$ cat config.mk
export PLATFORM = sky130hd
export DESIGN_NAME = exe_stage_mc
export DESIGN_NICKNAME = d
export VERILOG_FILES = /design/src/rtl/exe_stage_mc.sv
export SDC_FILE = /design/constraint.sdc
export NUM_CORES = 1
export LEC_CHECK = 0
export ABC_AREA = 1
export CELL_PAD_IN_SITES_DETAIL_PLACEMENT = 1
export CELL_PAD_IN_SITES_GLOBAL_PLACEMENT = 1
export CORE_ASPECT_RATIO = 1.2
export CORE_MARGIN = 2
export CORE_UTILIZATION = 40
export CTS_BUF_LIST = sky130_fd_sc_hd__clkbuf_16
export DETAILED_ROUTE_END_ITERATION = 12
export PLACE_DENSITY = 0.85
export SYNTH_ARGS = -nofsm -noshare
export SYNTH_HDL_FRONTEND = slang
export SYNTH_SLANG_ARGS = --single-unit
$ cat constraint.sdc
create_clock -name clk -period 3.6 [get_ports clk]
set_input_delay 0.54 -clock clk [delete_from_list [all_inputs] [get_ports clk]]
set_output_delay 0.54 -clock clk [all_outputs]
set_load 0.01 [all_outputs]
$ cat src/rtl/exe_stage_mc.sv
// Multi-cycle execute stage: operand forwarding, single-cycle ALU and an
// iterative unsigned multiply/divide unit behind valid/ready handshakes.
//
//  state | meaning
//  IDLE  | no operation held, ready to accept
//  BUSY  | multiply/divide iterating, one step per cycle
//  HOLD  | result registers valid, waiting for out_ready
module exe_stage_mc #(
    parameter int W   = 32,
    parameter int RW  = 5,
    parameter int SHW = $clog2(W)
) (
    input  logic          clk,
    input  logic          rst,
    input  logic          in_valid,
    output logic          in_ready,
    input  logic [3:0]    id_op,
    input  logic [W-1:0]  id_a,
    input  logic [W-1:0]  id_b,
    input  logic [W-1:0]  id_imm,
    input  logic          id_use_imm,
    input  logic [RW-1:0] id_rs,
    input  logic [RW-1:0] id_rt,
    input  logic [RW-1:0] id_rd,
    input  logic          id_wr,
    input  logic [RW-1:0] mem_rd,
    input  logic [RW-1:0] wb_rd,
    input  logic          mem_wr,
    input  logic          wb_wr,
    input  logic [W-1:0]  mem_fwd,
    input  logic [W-1:0]  wb_fwd,
    output logic          out_valid,
    input  logic          out_ready,
    output logic [W-1:0]  out_result,
    output logic [W-1:0]  out_hi,
    output logic [RW-1:0] out_rd,
    output logic          out_wr,
    output logic          busy
);

    localparam int CW = SHW + 1;

    localparam logic [3:0] OP_ADD  = 4'd0;
    localparam logic [3:0] OP_SUB  = 4'd1;
    localparam logic [3:0] OP_AND  = 4'd2;
    localparam logic [3:0] OP_OR   = 4'd3;
    localparam logic [3:0] OP_XOR  = 4'd4;
    localparam logic [3:0] OP_NOR  = 4'd5;
    localparam logic [3:0] OP_SLT  = 4'd6;
    localparam logic [3:0] OP_SLTU = 4'd7;
    localparam logic [3:0] OP_SLL  = 4'd8;
    localparam logic [3:0] OP_SRL  = 4'd9;
    localparam logic [3:0] OP_SRA  = 4'd10;
    localparam logic [3:0] OP_MUL  = 4'd11;
    localparam logic [3:0] OP_DIV  = 4'd12;

    typedef enum logic [1:0] {IDLE, BUSY, HOLD} stateT;

    stateT          state, nextState;
    logic [CW-1:0]  cnt;
    logic           isDiv;
    logic [W-1:0]   opnd;
    logic [W-1:0]   resLo, resHi;
    logic [RW-1:0]  rdReg;
    logic           wrReg;

    logic [W-1:0]   fwdA, fwdB, aluRes;
    logic [SHW-1:0] shAmt;
    logic           accept, isMulti;
    logic [W:0]     mulSum, divShift, divDiff;

    // MEM beats WB; register 0 is hard-wired and never forwarded.
    always_comb begin
        fwdA = id_a;
        if (id_rs != '0 && mem_wr && mem_rd == id_rs)     fwdA = mem_fwd;
        else if (id_rs != '0 && wb_wr && wb_rd == id_rs)  fwdA = wb_fwd;
        fwdB = id_b;
        if (id_use_imm)                                   fwdB = id_imm;
        else if (id_rt != '0 && mem_wr && mem_rd == id_rt) fwdB = mem_fwd;
        else if (id_rt != '0 && wb_wr && wb_rd == id_rt)   fwdB = wb_fwd;
    end

    assign shAmt   = fwdB[SHW-1:0];
    assign isMulti = (id_op == OP_MUL) || (id_op == OP_DIV);
    assign accept  = in_valid && in_ready;

    always_comb begin
        aluRes = '0;
        case (id_op)
            OP_ADD:  aluRes = fwdA + fwdB;
            OP_SUB:  aluRes = fwdA - fwdB;
            OP_AND:  aluRes = fwdA & fwdB;
            OP_OR:   aluRes = fwdA | fwdB;
            OP_XOR:  aluRes = fwdA ^ fwdB;
            OP_NOR:  aluRes = ~(fwdA | fwdB);
            OP_SLT:  aluRes = W'($signed(fwdA) < $signed(fwdB));
            OP_SLTU: aluRes = W'(fwdA < fwdB);
            OP_SLL:  aluRes = fwdA << shAmt;
            OP_SRL:  aluRes = fwdA >> shAmt;
            OP_SRA:  aluRes = $unsigned($signed(fwdA) >>> shAmt);
            default: aluRes = '0;
        endcase
    end

    // Multiply keeps the multiplier in resLo and shifts the product in from
    // the top; divide shifts the dividend out of resLo into the remainder.
    assign mulSum   = {1'b0, resHi} + (resLo[0] ? {1'b0, opnd} : '0);
    assign divShift = {resHi, resLo[W-1]};
    assign divDiff  = divShift - {1'b0, opnd};

    always_comb begin
        nextState = state;
        in_ready  = 1'b0;
        case (state)
            IDLE: begin
                in_ready = 1'b1;
                if (in_valid) nextState = isMulti ? BUSY : HOLD;
            end
            BUSY: begin
                if (cnt == CW'(1)) nextState = HOLD;
            end
            HOLD: begin
                in_ready = out_ready;
                if (out_ready) nextState = in_valid ? (isMulti ? BUSY : HOLD) : IDLE;
            end
            default: nextState = IDLE;
        endcase
    end

    always_ff @(posedge clk or negedge rst) begin
        if (!rst) state <= IDLE;
        else      state <= nextState;
    end

    always_ff @(posedge clk or negedge rst) begin
        if (!rst) begin
            cnt   <= '0;
            isDiv <= 1'b0;
            opnd  <= '0;
            resLo <= '0;
            resHi <= '0;
            rdReg <= '0;
            wrReg <= 1'b0;
        end else if (accept) begin
            rdReg <= id_rd;
            wrReg <= id_wr;
            resHi <= '0;
            if (isMulti) begin
                cnt   <= CW'(W);
                isDiv <= (id_op == OP_DIV);
                resLo <= (id_op == OP_DIV) ? fwdA : fwdB;
                opnd  <= (id_op == OP_DIV) ? fwdB : fwdA;
            end else begin
                resLo <= aluRes;
            end
        end else if (state == BUSY) begin
            cnt <= cnt - CW'(1);
            if (isDiv) begin
                if (!divDiff[W]) begin
                    resHi <= divDiff[W-1:0];
                    resLo <= {resLo[W-2:0], 1'b1};
                end else begin
                    resHi <= divShift[W-1:0];
                    resLo <= {resLo[W-2:0], 1'b0};
                end
            end else begin
                resHi <= mulSum[W:1];
                resLo <= {mulSum[0], resLo[W-1:1]};
            end
        end
    end

    assign out_valid  = (state == HOLD);
    assign busy       = (state == BUSY);
    assign out_result = resLo;
    assign out_hi     = resHi;
    assign out_rd     = rdReg;
    assign out_wr     = wrReg;

endmodule
==> results of run 1 <==
-- what timing repair did --
| action | 4_1_cts |
|---|---|
| pin swaps | 205 |
| endpoints found under the hold margin | 0 |
| cloned | 3 |
| gates resized for setup | 612 |
| endpoints found under the setup margin | 37 |
| setup buffers | 115 |
-- layer usage --
metal	GRT usage (%)	GRT overflow
met3	58.1	12
met1	72.6	17
met2	97.3	476
met4	78.9	241
met5	27.0	0
-- cells in the mapped netlist (10+ instances only) --
master,n,area (um2)
nand2_1,880,3300
nand3_1,567,2840
inv_1,459,1720
a21oi_1,299,1500
o21ai_0,262,1310
nor2_1,235,882
ha_1,170,2130
dfrtp_1,111,2780
clkbuf_1,99,372
o211ai_1,72,541
buf_2,59,295
a221oi_1,33,289
nand4_1,33,206
xor2_1,31,272
o21ai_1,29,145
nand2_2,26,163
nor3_1,26,130
o221ai_1,26,228
a31oi_1,24,150
o22ai_1,24,150
or2_2,21,131
xnor2_1,18,158
buf_6,14,158
buf_4,13,97.6
buf_1,12,45.0
a21o_1,11,82.6
and2_1,11,68.8
inv_2,11,41.3
nor4_1,10,62.6
o21bai_1,10,75.1
-- cells by family after synthesis --
kind of cell    after synthesis  synth area share (%)
simple gates               1845                  38.3
fa+ha+maj                   174                  10.4
buf+inv                     675                  13.0
xor+xnor                     49                  2.02
flops                       111                  13.1
compound gates              843                  23.1
-- stage by stage --
stage	hold WS, ns	setup slack, ns	instance area [um2]	TNS, ns	std cells
2_1_floorplan	0.244	-0.0969	21600	-0.230	3697
3_3_place_gp	0.463	-1.64	29400	-43.76	5156
3_5_place_dp	0.468	-1.97	29400	-50.27	5156
4_1_cts	0.242	-0.377	32600	-7.66	5288
==> qor.txt, run 1 <==
Dpl hpwl - 114,000 um
EDFF count, synth - 0
Clk buf depth - 2
Top FF cell, synth - dfrtp_1
CTS Buf Count - 9
Run Error - [ERROR GRT-0116] Global routing finished with congestion. Check the congestion regions in the DRC Viewer.
Gr usage total - 75.9%
Num ports - 270
Die W - 214 um
Mapped Area - 0.0212 mm2
Last stage - 5_1_grt
Post-synth cell types - 62
Status - did not finish
H-tree depth - 3
Yosys reg bits - 111
Floorplan row count - 92
Vias in the first global route - 44,185
First-pass GRT wire length - 322,000 um
Warnings from Yosys - 0
Synth async-reset ratio - 100%
Hold_buf cts - 0
Grt ovf - 746
Port Buffers - 269
Gpl congestion - 1.07
Die height - 256 um
Cells after Synth - 3,697
Clk root buf - clkbuf_16
Seq/Total Area, Yosys - 13.1%
Largest net degree at the start of global routing - 69
Starting Density - 40.4%
Syn Nets - 4,068
Syn Area/Cell - 5.74 um2
Clock sinks - 111
==> inputs of run 2 (changes only) <==
- CELL_PAD_IN_SITES_DETAIL_PLACEMENT: 1 -> unset
- CELL_PAD_IN_SITES_GLOBAL_PLACEMENT: 1 -> unset
- CORE_ASPECT_RATIO: 1.2 -> unset
- CORE_UTILIZATION: 40 -> 25
- CTS_BUF_LIST: sky130_fd_sc_hd__clkbuf_16 -> unset
- PLACE_DENSITY: 0.85 -> unset
- PLACE_DENSITY_LB_ADDON: unset -> 0.15
==> run 2 against run 1 <==
Net effect: the flow now finishes, with violations (negative setup slack); synthesized cell count unchanged; area after synthesis unchanged.
==> qor.txt, run 2 <==
Achievable frequency - 0.249 GHz
Die W - 295 um (+38%)
Syn Area/Cell - 5.74 um2 (unchanged)
Largest net degree at the start of global routing - 85
Area of the multi-input gates - 0.0181 mm2
Slew Limit Fails - 0
Drc violations - 0
Skew-Pair Late Insertion Delay - 0.40 ns
DP Area - 0.0301 mm2 (+2.6%)
Pwr Density - 391 mW/mm2
Max Cap Violations - 0
Filler cell count - 9,104
Clk buf depth - 2 (unchanged)
Most frequent cell after synthesis - nand2_1
Initial antenna violation count - 2
Setup WS pre-CTS - -1.62 ns (+0.355 ns)
H-tree depth - 3 (unchanged)
EDFF count, synth - 0 (unchanged)
Port Buffers - 269 (unchanged)
Post-synth cell types - 62 (unchanged)
Total Power - 13.4 mW
Commonest cells in the netlist - nand2_1 (880), nand3_1 (567), inv_1 (459)
Finished Cell Area - 0.0342 mm2
Post-synth top area share - 15.6% (unchanged)
Grt ovf - 0
DR iter-0 viols - 2,617
Layout Area Growth over Synthesis - 61.4%
Routed via count - 29,650
Dpl hpwl - 106,000 um (-7.5%)
Yosys reg bits - 111 (unchanged)
Post-Place Cells - 5,616 (+8.9%)
Worst reg-to-reg path cell count - 21
HP Class - primary input to asynchronous set/reset pin
Fin. Hold Viols - 0
Warnings from Yosys - 0 (unchanged)
Non-filler instance count after layout - 5,774
First-pass GRT wire length - 189,000 um
Crit path required time - 3.91 ns
Die height - 295 um (+15%)
WHS - 0.187 ns
Num ports - 270 (unchanged)
Status - complete, but fails checks
Starting Density - 25.3% (-15 points)
Clock sinks - 111 (unchanged)
Fin util - 40.8%
Drt pass-1 iters - 6
Startpoint class of the critical path - primary input
Setup TNS Final - -7.44 ns
CTS tree - built
Worst EP arrival - 4.33 ns
Synth async-reset ratio - 100% (unchanged)
RSZ-0062 raised after global routing - yes
CP Max Fanout - 3
Cells after Synth - 3,697 (unchanged)
Gpl congestion - 1.02 (-3.9%)
Final-report setup violation count - 29
Floorplan row count - 106 (+15%)
Syn Nets - 4,068 (unchanged)
Wire per inst - 22.7 um
Leakage power - 16.6 nW
Clk root buf - clkbuf_16
DRT antenna net count - 0
Area contributors post-synth - nand2_1 (16%), nand3_1 (13%), dfrtp_1 (13%)
Violated checks - negative setup slack
Gr usage total - 29.0%
Most frequent cells in the layout - nand2_1 (812), buf_4 (759), nand3_1 (511)
Mapped Area - 0.0212 mm2 (unchanged)
Total wire length - 131,000 um
Worst setup EP type - flip-flop
Die area - 0.0872 mm2
Setup WS post-layout - -0.423 ns
Clock transition at the registers of the reported paths - 0.09 ns
# nets final - 5,007
Register area - 0.00278 mm2
Relative slew slack - 36.6%
Seq/Total Area, Yosys - 13.1% (unchanged)
Most common cell after layout, fill and taps aside - nand2_1
CTS Buf Count - 9 (unchanged)
Vias/cell - 5.14
Top FF cell, synth - dfrtp_1
Setup CP Type - primary input to flip-flop
Worst VDD drop - 0.270 mV
Final period util - 112%
Layout cells sized above 1 - 30.9%
N_diodes - 0
Crit path time final - 4.02 ns
Core Area - 0.0838 mm2
Vias in the first global route - 28,683
Clk_skew - 0.0189 ns
Dominant cell type by area after synthesis - nand2_1
Worst-margin pin slew - 0.951 ns
run 2: worst max-delay path, stage by stage:
cell      delay [ns]
buf_8           0.11
xnor2_4         0.14
nand2_2         0.08
nor2_4          0.15
nand2_4         0.08
o211ai_1        0.34
nand2_2         0.20
inv_2           0.12
ha_4            0.13
inv_2           0.04
fa_2            0.34
or2_4           0.28
a21oi_4         0.20
a21oi_4         0.09
o21ai_1         0.14
buf_4           0.20
nand3_4         0.08
nand3_4         0.14
nand2_2         0.06
nand2_2         0.08
nand2_2         0.08
o21bai_1        0.17
a21oi_1         0.15
nand4_1         0.20
nand2_1         0.12
nand2_1         0.05
run 2: what timing repair did:
action                                  4_1_cts  5_1_grt
endpoints found under the hold margin         0        0
endpoints found under the setup margin       32       34
hold buffers                                  0        0
gates cloned                                  3        2
setup buffers                                79       71
gates resized for setup                     479      328
pin swaps                                   144      191
run 2: worst paths after layout:
path / slack [ns] / start / end
min in group clk: 0.49 / out_wr / out_wr
max in group asynchronous: 2.59 / rst / out_result[21]
worst max register to register: 0.31 / out_result[31] / out_hi[24]
worst max-delay path: -0.42 / id_rs[0] / out_result[24]
worst min-delay path: 0.19 / rst / out_hi[9]
worst min register to register: 0.49 / out_wr / out_wr
run 2: area by class of cell:
| class | instances | share of cell area (%) |
|---|---|---|
| inverters | 477 | 5.41 |
| well taps | 1134 | 4.15 |
| multi-input cells | 2913 | 53.0 |
| clock buffers | 9 | 0.658 |
| flip-flops and latches | 111 | 8.12 |
| repair buffers | 1124 | 28.5 |
| clock inverters | 6 | 0.201 |
run 2: cell families (layout without fill, tap and decap cells):
kind of cell    after synthesis  in the layout  synth area share (%)
buf+inv                     675           1616                  13.0
xor+xnor                     49             49                  2.02
fa+ha+maj                   174            174                  10.4
flops                       111            111                  13.1
simple gates               1845           1847                  38.3
compound gates              843            843                  23.1
run 2: metal layers:
metal	GRT usage (%)	share of wire, %	vias up
met3	4.02	6.5	230
li1	-	-	14379
met4	11.6	4.6	2
met2	47.7	46	1142
met5	0	0.012	-
met1	38.2	43	13897
run 2: power breakdown:
part / switching [mW] / internal (mW)
clock network: 0.586 / 0.543
logic: 5.85 / 4.18
registers: 0.498 / 1.72
No activity file was read; power rests on OpenSTA's default activity.
